===== config.mk =====
export PLATFORM = sky130hd
export DESIGN_NAME = number_scanner
export DESIGN_NICKNAME = d
export VERILOG_FILES = /design/src/rtl/number_scanner_pkg.sv /design/src/rtl/number_scanner_uart_rx.sv /design/src/rtl/number_scanner.sv
export SDC_FILE = /design/constraint.sdc
export NUM_CORES = 1
export LEC_CHECK = 0
export ABC_CLOCK_PERIOD_IN_PS = 3000
export BUFFER_PORTS_ARGS = -buffer_cell sky130_fd_sc_hd__buf_2
export CAP_MARGIN = 10
export CORE_ASPECT_RATIO = 0.75
export CORE_MARGIN = 2
export CORE_UTILIZATION = 55
export DETAILED_ROUTE_END_ITERATION = 6
export GPL_TIMING_DRIVEN = 0
export MAX_ROUTING_LAYER = met4
export PLACE_DENSITY_LB_ADDON = 0.05
export SLEW_MARGIN = 15
export SYNTH_ARGS = -nofsm -noshare
export SYNTH_HDL_FRONTEND = slang
export SYNTH_SLANG_ARGS = --single-unit

===== constraint.sdc =====
create_clock -name clk -period 3 [get_ports clk]
set_clock_uncertainty 0.2 [all_clocks]
set_input_delay 0.15 -clock clk [delete_from_list [all_inputs] [get_ports clk]]
set_output_delay 0.15 -clock clk [all_outputs]
set_load 0.02 [all_outputs]

===== src/rtl/number_scanner_pkg.sv =====
// Shared constants for the UART number scanner and its printer counterpart:
// baud timing, ASCII codes used by the parser, and the receiver state type.
package number_scanner_pkg;

    // 125 MHz / 115200 baud
    localparam int CLKS_PER_BIT_DEFAULT = 1085;

    localparam logic [7:0] ASCII_0  = 8'h30;
    localparam logic [7:0] ASCII_9  = 8'h39;
    localparam logic [7:0] ASCII_CR = 8'h0D;
    localparam logic [7:0] ASCII_LF = 8'h0A;
    localparam logic [7:0] ASCII_SP = 8'h20;

    typedef enum logic [1:0] {
        RX_IDLE  = 2'd0,
        RX_START = 2'd1,
        RX_DATA  = 2'd2,
        RX_STOP  = 2'd3
    } rx_state_t;

endpackage


===== src/rtl/number_scanner_uart_rx.sv =====
// 8N1 UART receiver: two-flop synchroniser followed by a mid-bit sampling
// state machine. Produces one byte_valid pulse per good frame and one
// frame_err pulse when the stop bit reads low.
module number_scanner_uart_rx
    import number_scanner_pkg::*;
#(
    parameter int CLKS_PER_BIT = CLKS_PER_BIT_DEFAULT
) (
    input  logic       clk,
    input  logic       rst,
    input  logic       rx_in,
    output logic [7:0] data,
    output logic       byte_valid,
    output logic       frame_err
);

    localparam int CNT_W = $clog2(CLKS_PER_BIT + 1);
    localparam logic [CNT_W-1:0] FULL_LAST = CNT_W'(CLKS_PER_BIT - 1);
    localparam logic [CNT_W-1:0] HALF_LAST = CNT_W'(CLKS_PER_BIT / 2 - 1);

    logic             rx_meta;
    logic             rx_sync;
    rx_state_t        state;
    logic [CNT_W-1:0] clk_cnt;
    logic [2:0]       bit_idx;
    logic [7:0]       shift_reg;
    logic             wait_idle;

    // Bring the asynchronous line into the clock domain; preset to idle-high.
    always_ff @(posedge clk or posedge rst) begin
        if (rst) begin
            rx_meta <= 1'b1;
            rx_sync <= 1'b1;
        end else begin
            rx_meta <= rx_in;
            rx_sync <= rx_meta;
        end
    end

    // Frame receiver; after a bad stop bit it holds off until the line idles high.
    always_ff @(posedge clk or posedge rst) begin
        if (rst) begin
            state      <= RX_IDLE;
            clk_cnt    <= '0;
            bit_idx    <= '0;
            shift_reg  <= '0;
            data       <= '0;
            byte_valid <= 1'b0;
            frame_err  <= 1'b0;
            wait_idle  <= 1'b0;
        end else begin
            byte_valid <= 1'b0;
            frame_err  <= 1'b0;
            case (state)
                RX_IDLE: begin
                    if (!rx_sync) begin
                        clk_cnt <= '0;
                        bit_idx <= '0;
                        state   <= RX_START;
                    end
                end
                RX_START: begin
                    if (clk_cnt == HALF_LAST) begin
                        clk_cnt <= '0;
                        state   <= rx_sync ? RX_IDLE : RX_DATA;
                    end else begin
                        clk_cnt <= clk_cnt + CNT_W'(1);
                    end
                end
                RX_DATA: begin
                    if (clk_cnt == FULL_LAST) begin
                        clk_cnt   <= '0;
                        shift_reg <= {rx_sync, shift_reg[7:1]};
                        bit_idx   <= bit_idx + 3'd1;
                        if (bit_idx == 3'd7) begin
                            state <= RX_STOP;
                        end
                    end else begin
                        clk_cnt <= clk_cnt + CNT_W'(1);
                    end
                end
                RX_STOP: begin
                    if (wait_idle) begin
                        if (rx_sync) begin
                            wait_idle <= 1'b0;
                            state     <= RX_IDLE;
                        end
                    end else if (clk_cnt == FULL_LAST) begin
                        clk_cnt <= '0;
                        if (rx_sync) begin
                            data       <= shift_reg;
                            byte_valid <= 1'b1;
                            state      <= RX_IDLE;
                        end else begin
                            frame_err <= 1'b1;
                            wait_idle <= 1'b1;
                        end
                    end else begin
                        clk_cnt <= clk_cnt + CNT_W'(1);
                    end
                end
                default: state <= RX_IDLE;
            endcase
        end
    end

endmodule


===== src/rtl/number_scanner.sv =====
// Number scanner: receives ASCII over UART and parses unsigned decimal
// numbers into WIDTH-bit values, strobing each completed number once.
// Values that do not fit are wrapped and flagged through overflow.
module number_scanner
    import number_scanner_pkg::*;
#(
    parameter int CLKS_PER_BIT = CLKS_PER_BIT_DEFAULT,
    parameter int WIDTH        = 16
) (
    input  logic             clk,
    input  logic             rst,
    input  logic             rx_in,
    output logic [WIDTH-1:0] value,
    output logic             value_valid,
    output logic             overflow,
    output logic             err
);

    logic [7:0]       rx_data;
    logic             byte_valid;
    logic             frame_err;
    logic [WIDTH-1:0] acc;
    logic             ovf_acc;
    logic             digit_seen;
    logic             is_digit;
    logic             is_term;
    logic [WIDTH+3:0] acc_next_full;

    number_scanner_uart_rx #(
        .CLKS_PER_BIT(CLKS_PER_BIT)
    ) u_uart_rx (
        .clk       (clk),
        .rst       (rst),
        .rx_in     (rx_in),
        .data      (rx_data),
        .byte_valid(byte_valid),
        .frame_err (frame_err)
    );

    // Classify the received byte and form acc*10+digit with headroom for overflow detection.
    always_comb begin
        is_digit      = (rx_data >= ASCII_0) && (rx_data <= ASCII_9);
        is_term       = (rx_data == ASCII_CR) || (rx_data == ASCII_LF) || (rx_data == ASCII_SP);
        acc_next_full = ((WIDTH+4)'(acc) << 3) + ((WIDTH+4)'(acc) << 1) + (WIDTH+4)'(rx_data[3:0]);
    end

    // Parser: accumulate digits, publish on a terminator, flag bad bytes and frames.
    always_ff @(posedge clk or posedge rst) begin
        if (rst) begin
            acc         <= '0;
            ovf_acc     <= 1'b0;
            digit_seen  <= 1'b0;
            value       <= '0;
            overflow    <= 1'b0;
            value_valid <= 1'b0;
            err         <= 1'b0;
        end else begin
            value_valid <= 1'b0;
            err         <= 1'b0;
            if (frame_err) begin
                err        <= 1'b1;
                acc        <= '0;
                ovf_acc    <= 1'b0;
                digit_seen <= 1'b0;
            end else if (byte_valid) begin
                if (is_digit) begin
                    acc        <= acc_next_full[WIDTH-1:0];
                    digit_seen <= 1'b1;
                    if (|acc_next_full[WIDTH+3:WIDTH]) begin
                        ovf_acc <= 1'b1;
                    end
                end else if (is_term) begin
                    if (digit_seen) begin
                        value       <= acc;
                        overflow    <= ovf_acc;
                        value_valid <= 1'b1;
                        acc         <= '0;
                        ovf_acc     <= 1'b0;
                        digit_seen  <= 1'b0;
                    end
                end else begin
                    err        <= 1'b1;
                    acc        <= '0;
                    ovf_acc    <= 1'b0;
                    digit_seen <= 1'b0;
                end
            end
        end
    end

endmodule


# --- Word-level counts from Yosys, hierarchy flattened ---
# Index checks and enable logic that the tools add are counted.
# W data, S select, Z words.
totals:
  reg_bits: 74
  inputBits: 3
classes:
  n_mux: 49
  n_lt_le_gt_ge: 2
  bitwise: 3
  n_reduce_logical: 15
  eq_ne: 17
  add_sub_neg: 4
ops:
  columns: ["cell", "count"]
  rows:
  - ["$mux W16", 5]
  - ["$mux W11", 4]
  - ["$pmux W11 S4", 1]
  - ["$mux W1", 27]
  - ["$add A19 B17 Y20", 1]
  - ["$add A20 B4 Y20", 1]
  - ["$eq A8 B4 Y1 const B", 2]
  - ["$mux W2", 8]
  - ["$add A11 B1 Y11 const B", 1]
  - ["$eq A11 B10 Y1 const B", 1]
  - ["$eq A11 B11 Y1 const B", 1]
  - ["$reduce_and A5 Y1", 2]
  - ["$eq A8 B6 Y1 const B", 1]
  - ["$ge A8 B6 Y1 const B", 1]
  - ["$le A8 B6 Y1 const B", 1]
  - ["$pmux W2 S4", 1]
  - ["$mux W3", 2]
  - ["$ne A2 B1 Y1 const B", 3]
  - ["$ne A3 B1 Y1 const B", 2]
  - ["$pmux W3 S2", 1]
  - ["$reduce_and A2 Y1", 3]
  - ["$reduce_and A3 Y1", 2]
  - ["$eq A2 B2 Y1 const B", 2]
  - ["$ne A2 B2 Y1 const B", 2]
  - ["other kinds (11)", 15]

# --- Longest topological paths before layout ---
# Gate-level depths: netlist of the first run.
logic_depth:
  ltp_word: 7
  mapped_depth: 10

# --- By module ---
# Synthesis of the first run repeated with hierarchy kept, for this count alone.
hier_totals:
  hier_cells: 401
  area_unflattened_um2: 4366.7
by_module_without_submodules:
  columns: ["mod", "area_each_um2", "seq_area_each_um2", "cells_each", "instances"]
  rows:
  - ["number_scanner", 2512.4, 925.9, 233, 1]
  - ["number_scanner_uart_rx", 1854.3, 928.4, 168, 1]

# --- Worst setup path before layout of the first run ---
# No wires, ideal clock.
synth_path:
  path_kind: "reg-to-reg"
  startpoint: "reg u_uart_rx.data[3]"
  endpoint: "reg ovf_acc"
  t_arrival_ns: 2.526
  stages_incl_launch_ff: 11
  slack_ns: 0.125
  n_path_buf: 0
  required_ns: 2.651
  period_less_slack_ns: 2.875
  path_cell_list: "dfrtp_1 inv_2 fa_1 inv_1 ha_1 a211o_1 a211oi_1 o21ai_0 a21oi_1 or3_1 a41oi_1"
synth_via:
  elab_chain_cells: 7
  elab_cells_between_ends: 17
  cone_classes: "add/sub: 1; order compare: 2; eq/ne: 5; mux: 4; reduce/logical: 5"
synth_lines:
  columns: ["item", "line_no", "source"]
  rows:
  - ["start, declared", "number_scanner_uart_rx.sv:12", "output logic [7:0] data,"]
  - ["start signal, assigned", "number_scanner_uart_rx.sv:91", "data <= shift_reg;"]
  - ["parallel branches: the longest is 7 deep, another holds $add A20 B4 Y20", null, null]
  - ["end signal, assigned", "number_scanner.sv:63", "ovf_acc <= 1'b0;"]
  - ["end signal, assigned", "number_scanner.sv:70", "ovf_acc <= 1'b1;"]
  - ["end signal, assigned", "number_scanner.sv:78", "ovf_acc <= 1'b0;"]
  - ["end, declared", "number_scanner.sv:23", "logic ovf_acc;"]
# Parallel ways; which one is timed is not known. The select of a mux whose other input is x is not followed.
# A chain may end at the register's enable or synchronous reset.

# --- Worst setup path in the final report of the first run ---
layout_path:
  startpoint: "reg acc[2]"
  endpoint: "reg acc[13]"
layout_via:
  elab_chain_cells: 5
layout_lines:
  columns: ["item", "line_no", "source"]
  rows:
  - ["start, declared", "number_scanner.sv:22", "logic [WIDTH-1:0] acc;"]
  - ["start signal, assigned", "number_scanner.sv:67", "acc <= acc_next_full[WIDTH-1:0];"]
  - ["$add A19 B17 Y20", "number_scanner.sv:44", "acc_next_full = ((WIDTH+4)'(acc) << 3) + ((WIDTH+4)'(acc) << 1) + (WIDTH+4)'(rx_data[3:0]);"]
  - ["$add A20 B4 Y20", "number_scanner.sv:44", null]
  - ["$mux W16", "number_scanner.sv:66", "if (is_digit) begin"]
  - ["$mux W16", "number_scanner.sv:65", "end else if (byte_valid) begin"]
  - ["$mux W16", "number_scanner.sv:60", "if (frame_err) begin"]
# No other way between the ends. The select of a mux whose other input is x is not followed.

==> results of run 1 <==
kinds of logic after synthesis:
family / after synthesis / share of synthesized area
XOR/XNOR: 11 / 0.02273
AO/OA/AOI/OAI: 110 / 0.1665
flip-flops: 74 / 0.4374
adder cells (fa/ha/maj): 38 / 0.1157
multiplexers: 35 / 0.1001
AND/OR/NAND/NOR: 107 / 0.1263
buffers and inverters: 32 / 0.03128
power breakdown:
group / internal (uW) / total, uW / switching (uW) / leakage [uW]
Combinational: 6.10 / 28.9 / 22.8 / 0.00125
Clock: 493 / 880 / 387 / 0.000109
Sequential: 999 / 999 / 0.328 / 0.00101
worst min path at each step:
stage,start,to,cells past startpoint
floorplan,rx_in,u_uart_rx.rx_meta,0
global placement,rx_in,u_uart_rx.rx_meta,1
detailed placement,rst,u_uart_rx.clk_cnt[10],2
CTS,u_uart_rx.rx_meta,u_uart_rx.rx_sync,0
global route,u_uart_rx.rx_meta,u_uart_rx.rx_sync,0
finish,u_uart_rx.rx_meta,u_uart_rx.rx_sync,0
layer usage:
metal	routed length, um	vias up	track usage	part of all wire
li1	-	1564	-	-
met1	4650	1558	0.3550	0.52
met2	3788	75	0.3329	0.42
met3	428	10	0.04735	0.048
met4	90	0	0.05600	0.010
met5	0	-	-	0
repair_timing:
action                     4_1_cts  5_1_grt
setup buffers                    3        5
hold buffers                     2        0
setup endpoints to repair        4        3
hold endpoints to repair        37        0
pin swaps                        3       10
resized for setup                8       10
worst reg2reg max path, delay by kind of cell, from the launching register on:
family                   cells  cell delay (ps)
AO/OA/AOI/OAI                5             1100
XOR/XNOR                     1              180
adder cells (fa/ha/maj)      2              800
buffers and inverters        2              110
flip-flops                   1              400
layout by cell type (no fill, tap or decap), types with 9 or more instances in the layout:
cell | netlist | final
dfrtp_1 | 72 | 72
ha_1 | 36 | 35
mux2_2 | 23 | 23
o21ai_0 | 43 | 40
nand2_1 | 42 | 42
clkbuf_8 | 0 | 10
inv_1 | 18 | 15
nor2_1 | 23 | 23
clkbuf_1 | 11 | 11
buf_2 | 1 | 22
a21oi_1 | 16 | 12
mux2_4 | 9 | 9
stage by stage:
stage / utilization / setup slack (ps) / power (uW) / hold WS (ps)
after floorplan: - / 124.8 / 1036 / -45.52
final: 0.6572 / 55.64 / 1908 / 158.7
after global routing: 0.6572 / -62.32 / 1970 / 163.0
after global placement: 0.6043 / -292.8 / 1043 / 54.28
after CTS: 0.6472 / 8.775 / 1932 / 159.5
after detailed placement: 0.6073 / -351.9 / 1048 / 16.06
cell type report:
class	instances	area share
Multi-Input combinational cell	301	0.4761
Sequential cell	74	0.3814
Timing Repair Buffer	32	0.04220
Clock buffer	10	0.02831
Tap cell	101	0.02599
Clock inverter	6	0.01827
Inverter	19	0.01518
Buffer	13	0.01261
==> summary.txt, run 1 <==
Final layout
  – Post-Layout Cell Count: 556
  – # diodes: 0
  – Sequential Area: 1854 sq um
  – Fillcell total: 609
  – Area Growth Syn to Fin: 14.70%
  – Post-Layout Inst Area: 4862 sq um
  – Layout cells sized above 1: 0.2352
  – Area of the multi-input gates: roughly 2300 sq um
  – Largest registers: acc (16), value (16), u_uart_rx.clk_cnt (11)
  – Nets@finish: 491

Critical path
  – Delay-heaviest family, CP: compound AO/OA/AOI/OAI gates
  – Most frequent CP cell: inv_2
  – Data arrival time of the worst path: 2950 ps
  – Crit path capture type: flop
  – FF-to-FF setup slack: ~56 ps
  – Reg2Reg Depth: 10
  – Worst setup path class: flop to flop
  – Crit Path Max Fanout: 3
  – CP max stage cell: fa_2
  – CP startpoint kind: flop
  – Worst path cell trace: inv_2 -> fa_2 -> inv_2 -> ha_4 -> a211o_1 -> a211oi_4 -> o211ai_1 -> a21oi_2 -> xor2_1 -> o21ai_1
  – R2r endpoint: acc[13]
  – Worst R2R Start: acc[2]
  – Required time of the critical path: 3010 ps
  – Worst setup path end: acc[13]
  – Crit path largest cell delay: 600 ps
  – Crit path launch: acc[2]
  – Worst path bufs/invs: 2
  – WP depth: 10

Synth
  – Share of the synthesized area in the top cell type: 0.4250
  – Post-synth ARST share: 1.000
  – Synth area leaders: dfrtp_1, ha_1, mux2_2
  – Syn_nets: 448
  – Main synth FF type: dfrtp_1
  – Post-synthesis sequential area ratio: 0.4374
  – Synth Register Bits: 74
  – EDFF count, synth: 0
  – Commonest cells post-synth: dfrtp_1, o21ai_0, nand2_1, ha_1
  – Cell Area, Synth: 4239 sq um
  – Distinct cells, synth: 58
  – Synth Area per Inst: 10.42 sq um
  – Most common cell in the synthesized netlist: dfrtp_1
  – Cells after synthesis: around 410
  – Cell accounting for the most synthesized area: dfrtp_1
  – Yosys warns: 0

Global route
  – First-pass GRT wire length: 15.22 mm
  – Total track usage: 0.2380
  – Grt ovf: 0
  – Vias in the first global route: 3046
  – Initial antenna violation count: 0
  – Maximum number of pins on one net before global-route repair: 39

STA
  – Hold Fails Final Rpt: 0
  – Setup Viol. Count Final: 0
  – Crit share post-route: 0.9815
  – Setup TNS: 0 ps
  – Worst slew margin: 0.3648
  – Clock period minus worst slack: 2944 ps
  – Max Slew Vio Count: 0
  – Worst-Margin Slew: between 900 and 1000 ps
  – Unrepaired setup endpoints after global routing: true
  – Achievable frequency: 0.3396 GHz

Clocking
  – Clk_lat worst skew: 350 ps
  – Clock Path Buffers: 2
  – Sink Count: 74
  – Num CTS Buffers: 9
  – H-tree depth: 3
  – Root Driver: clkbuf_8
  – TritonCTS clock tree: done
  – Clock Pin Slew Worst Setup and Hold Paths: roughly 90 ps

Run
  – Max_cap viols: 0

Power and ir drop
  – P_leak: 0.002375 uW
  – PwrDens: 392.4 nW/um^2
  – Max IR drop VDD: 0.2200 mV

Detailed routing
  – Detailed Routing Iterations Pass 1: 5
  – DRC Markers: 0
  – Drt via density: 5.768
  – Post-Route WL: 8.957 mm
  – Routed via count: 3207
  – Antenna Nets Post-Route: 0
  – Wire per inst: 16.11 um
  – DR iter-0 viols: about 100

Placed design
  – Port Buf Inserts: 21
  – Final HPWL DP: 6.226 mm
  – Post-DP Area: about 4500 sq um
  – DP Cell Count: 530
  – RePlAce Congestion: approximately 0.94

Floorplanning
  – Die Span X: roughly 110 um
  – Die height: ~80 um
  – Core area: 7398 sq um
  – Standard-cell row count: 27
  – Initial Util: 0.5730
  – Ports: 22
  – Die Area: 8433 sq um

Worst hold path
  – Hold Path Class: flop to flop

Outcome
  – Outcome: completed
Power figures use the tool's default switching activity.
==> run 2, diff against run 1 <==
--- a/config.mk
+++ b/config.mk
@@ -14,7 +14,7 @@
 export DETAILED_ROUTE_END_ITERATION = 6
 export GPL_TIMING_DRIVEN = 0
 export MAX_ROUTING_LAYER = met4
-export PLACE_DENSITY_LB_ADDON = 0.05
+export PLACE_DENSITY = 0.76
 export SLEW_MARGIN = 15
 export SYNTH_ARGS = -nofsm -noshare
 export SYNTH_HDL_FRONTEND = slang
==> run 2 against run 1 <==
  * The run now ends with negative setup slack left
  * First-iteration DRC count rose by 50%
  * Fmax fell by 2.2%
  * Sequential cell count did not move
  * Clock-buffer cell count rose by 1
  * Final area fell by 0.28%
  * Utilization fell by 0.19 points
  * Register-to-register slack got worse by 70 ps
  * Largest power group unchanged
  * Final cell count rose by 0.36%
  * Sequential share of layout area rose by 0.11 points
  * Via count rose by 1.2%
==> summary.txt, run 2 (synthesis results as in run 1) <==
Final layout
  – Largest registers: acc (16), value (16), u_uart_rx.clk_cnt (11)
  – Area Growth Syn to Fin: 14.37%
  – Post-Layout Inst Area: 4848 sq um
  – Nets@finish: around 500
  – Most common cell after layout, fill and taps aside: dfrtp_1
  – Sequential Area: 1854 sq um
  – Area of the multi-input gates: 2316 sq um
  – Post-Layout Cell Count: 558
  – Fillcell total: 587
  – Most frequent cells in the layout: dfrtp_1, nand2_1, o21ai_0
  – # diodes: 0
  – Layout cells sized above 1: 0.2363

Power and ir drop
  – Combinational share of power: 0.017
  – Sequential Power Share: 0.569
  – PwrDens: 362.2 nW/um^2
  – Clock Power Share: 0.414
  – P_leak: 0.002377 uW
  – Switch share: 0.2288
  – Max IR drop VDD: approximately 0.33 mV
  – P_int: 1354 uW
  – Switching power: 401.7 uW

Placed design
  – Port Buf Inserts: 21
  – Post-DP Area: roughly 4500 sq um
  – RePlAce Congestion: roughly 0.9
  – DP Cell Count: 530
  – Final HPWL DP: 6.265 mm

Clocking
  – Clock Pin Slew Worst Setup and Hold Paths: around 80 ps
  – TritonCTS clock tree: done
  – Clock Path Buffers: 2
  – Num CTS Buffers: 9
  – Root Driver: clkbuf_8
  – H-tree depth: 3
  – Sink Count: between 70 and 80
  – Clk_lat worst skew: approximately 340 ps

Detailed routing
  – Wire per inst: ~16 um
  – Antenna Nets Post-Route: 0
  – DRC Markers: 0
  – Drt via density: 5.817
  – Detailed Routing Iterations Pass 1: 5
  – Post-Route WL: approximately 9.1 mm
  – Routed via count: around 3200
  – DR iter-0 viols: 153

Critical path
  – Crit Path Max Fanout: 4
  – Worst setup path class: flop to flop
  – Crit path largest cell delay: 580 ps
  – CP max stage cell: fa_2
  – Worst path cell trace: inv_1 -> fa_2 -> inv_2 -> ha_4 -> a211o_1 -> a211oi_4 -> o21ai_2 -> a21oi_2 -> xor2_1 -> o21ai_1
  – CP startpoint kind: flop
  – Data arrival time of the worst path: 3010 ps
  – Crit path capture type: flop
  – Required time of the critical path: 3000 ps

Floorplanning
  – Die height: roughly 80 um
  – Die Span X: 105.4 um
  – Standard-cell row count: 27
  – Core area: 7398 sq um
  – Die Area: between 8000 and 9000 sq um
  – Initial Util: 0.5730
  – Ports: 22

STA
  – Max Slew Vio Count: 0
  – Setup Viol. Count Final: 1
  – PnR worst setup slack: -9.861 ps
  – Worst-Margin Slew: approximately 900 ps
  – Hold Fails Final Rpt: 0
  – Achievable frequency: 0.3322 GHz
  – Worst slew margin: 0.4103
  – Crit share post-route: 1.003
  – Unrepaired setup endpoints after global routing: true
  – Clock period minus worst slack: 3010 ps

Outcome
  – Failing checks: negative setup slack
  – Outcome: finished, violations left

Global route
  – Initial antenna violation count: 0
  – Total track usage: 0.2346
  – Vias in the first global route: 3035
  – Maximum number of pins on one net before global-route repair: 56
  – First-pass GRT wire length: 15.12 mm
  – Grt ovf: 0

Worst hold path
  – Hold Path Class: primary input to async pin

Run
  – Max_cap viols: 0
-- run 2: final cells by class --
class                   instances  area share
multi-input cells             301      0.4777
flip-flops and latches         74      0.3825
repair buffers                 34     0.04697
clock buffers                  11     0.03123
well taps                     101     0.02606
inverters                      19     0.01523
plain buffers                  13     0.01265
clock inverters                 5    0.007742
-- run 2: critical path, delay by kind of cell (launching register included) --
| family | cells | cell delay (ps) |
|---|---|---|
| buffers and inverters | 2 | 150 |
| AOI/OAI and AO/OA | 5 | 1080 |
| adders and majority gates | 2 | 810 |
| xor gates and xnor gates | 1 | 190 |
| DFF | 1 | 420 |
-- run 2: path summary, 6_finish.rpt --
check	cells after the start	slack, ps	end	from
max	10	-10	acc[15]	acc[0]
min	3	120	u_uart_rx.shift_reg[6]	rst
max reg2reg	10	-10	acc[15]	acc[0]
min reg2reg	0	160	u_uart_rx.rx_sync	u_uart_rx.rx_meta
max in group asynchronous	4	1920	u_uart_rx.frame_err	rst
min in group clk	0	160	u_uart_rx.rx_sync	u_uart_rx.rx_meta
-- run 2: metal layers --
layer	track usage	wire length [um]
met5	-	0
met2	0.3516	4068
met3	0.05388	475
met4	0.05867	85
met1	0.3248	4510
-- run 2: power by group through the flow --
stage	clock network, uW	registers (uW)	logic (uW)
floorplan	0	1020	16.6
global placement	0	1020	24.0
detailed placement	0	1020	30.5
CTS	751	999	32.2
global route	793	1000	35.3
finish	727	999	30.4
-- run 2: per-stage QoR --
stage	setup TNS (ps)	total power (uW)	worst slack (ps)	utilization	hold slack (ps)
after detailed placement	-1077	1049	-385.7	0.6083	-68.86
after CTS	0	1782	1.580	0.6427	104.8
after global routing	-558.4	1828	-142.4	0.6553	122.4
final	-9.861	1756	-9.861	0.6553	123.3
after floorplan	0	1036	124.8	-	-45.52
after global placement	-8607	1043	-300.9	0.6043	55.67
-- run 2: what timing repair did --
| item | CTS | global route |
|---|---|---|
| setup buffers | 2 | 8 |
| endpoints found under the setup margin | 4 | 5 |
| hold buffers | 2 | 0 |
| gates cloned | 0 | 0 |
| pin swaps | 2 | 9 |
| gates resized for setup | 9 | 9 |
| hold endpoints to repair | 75 | 0 |
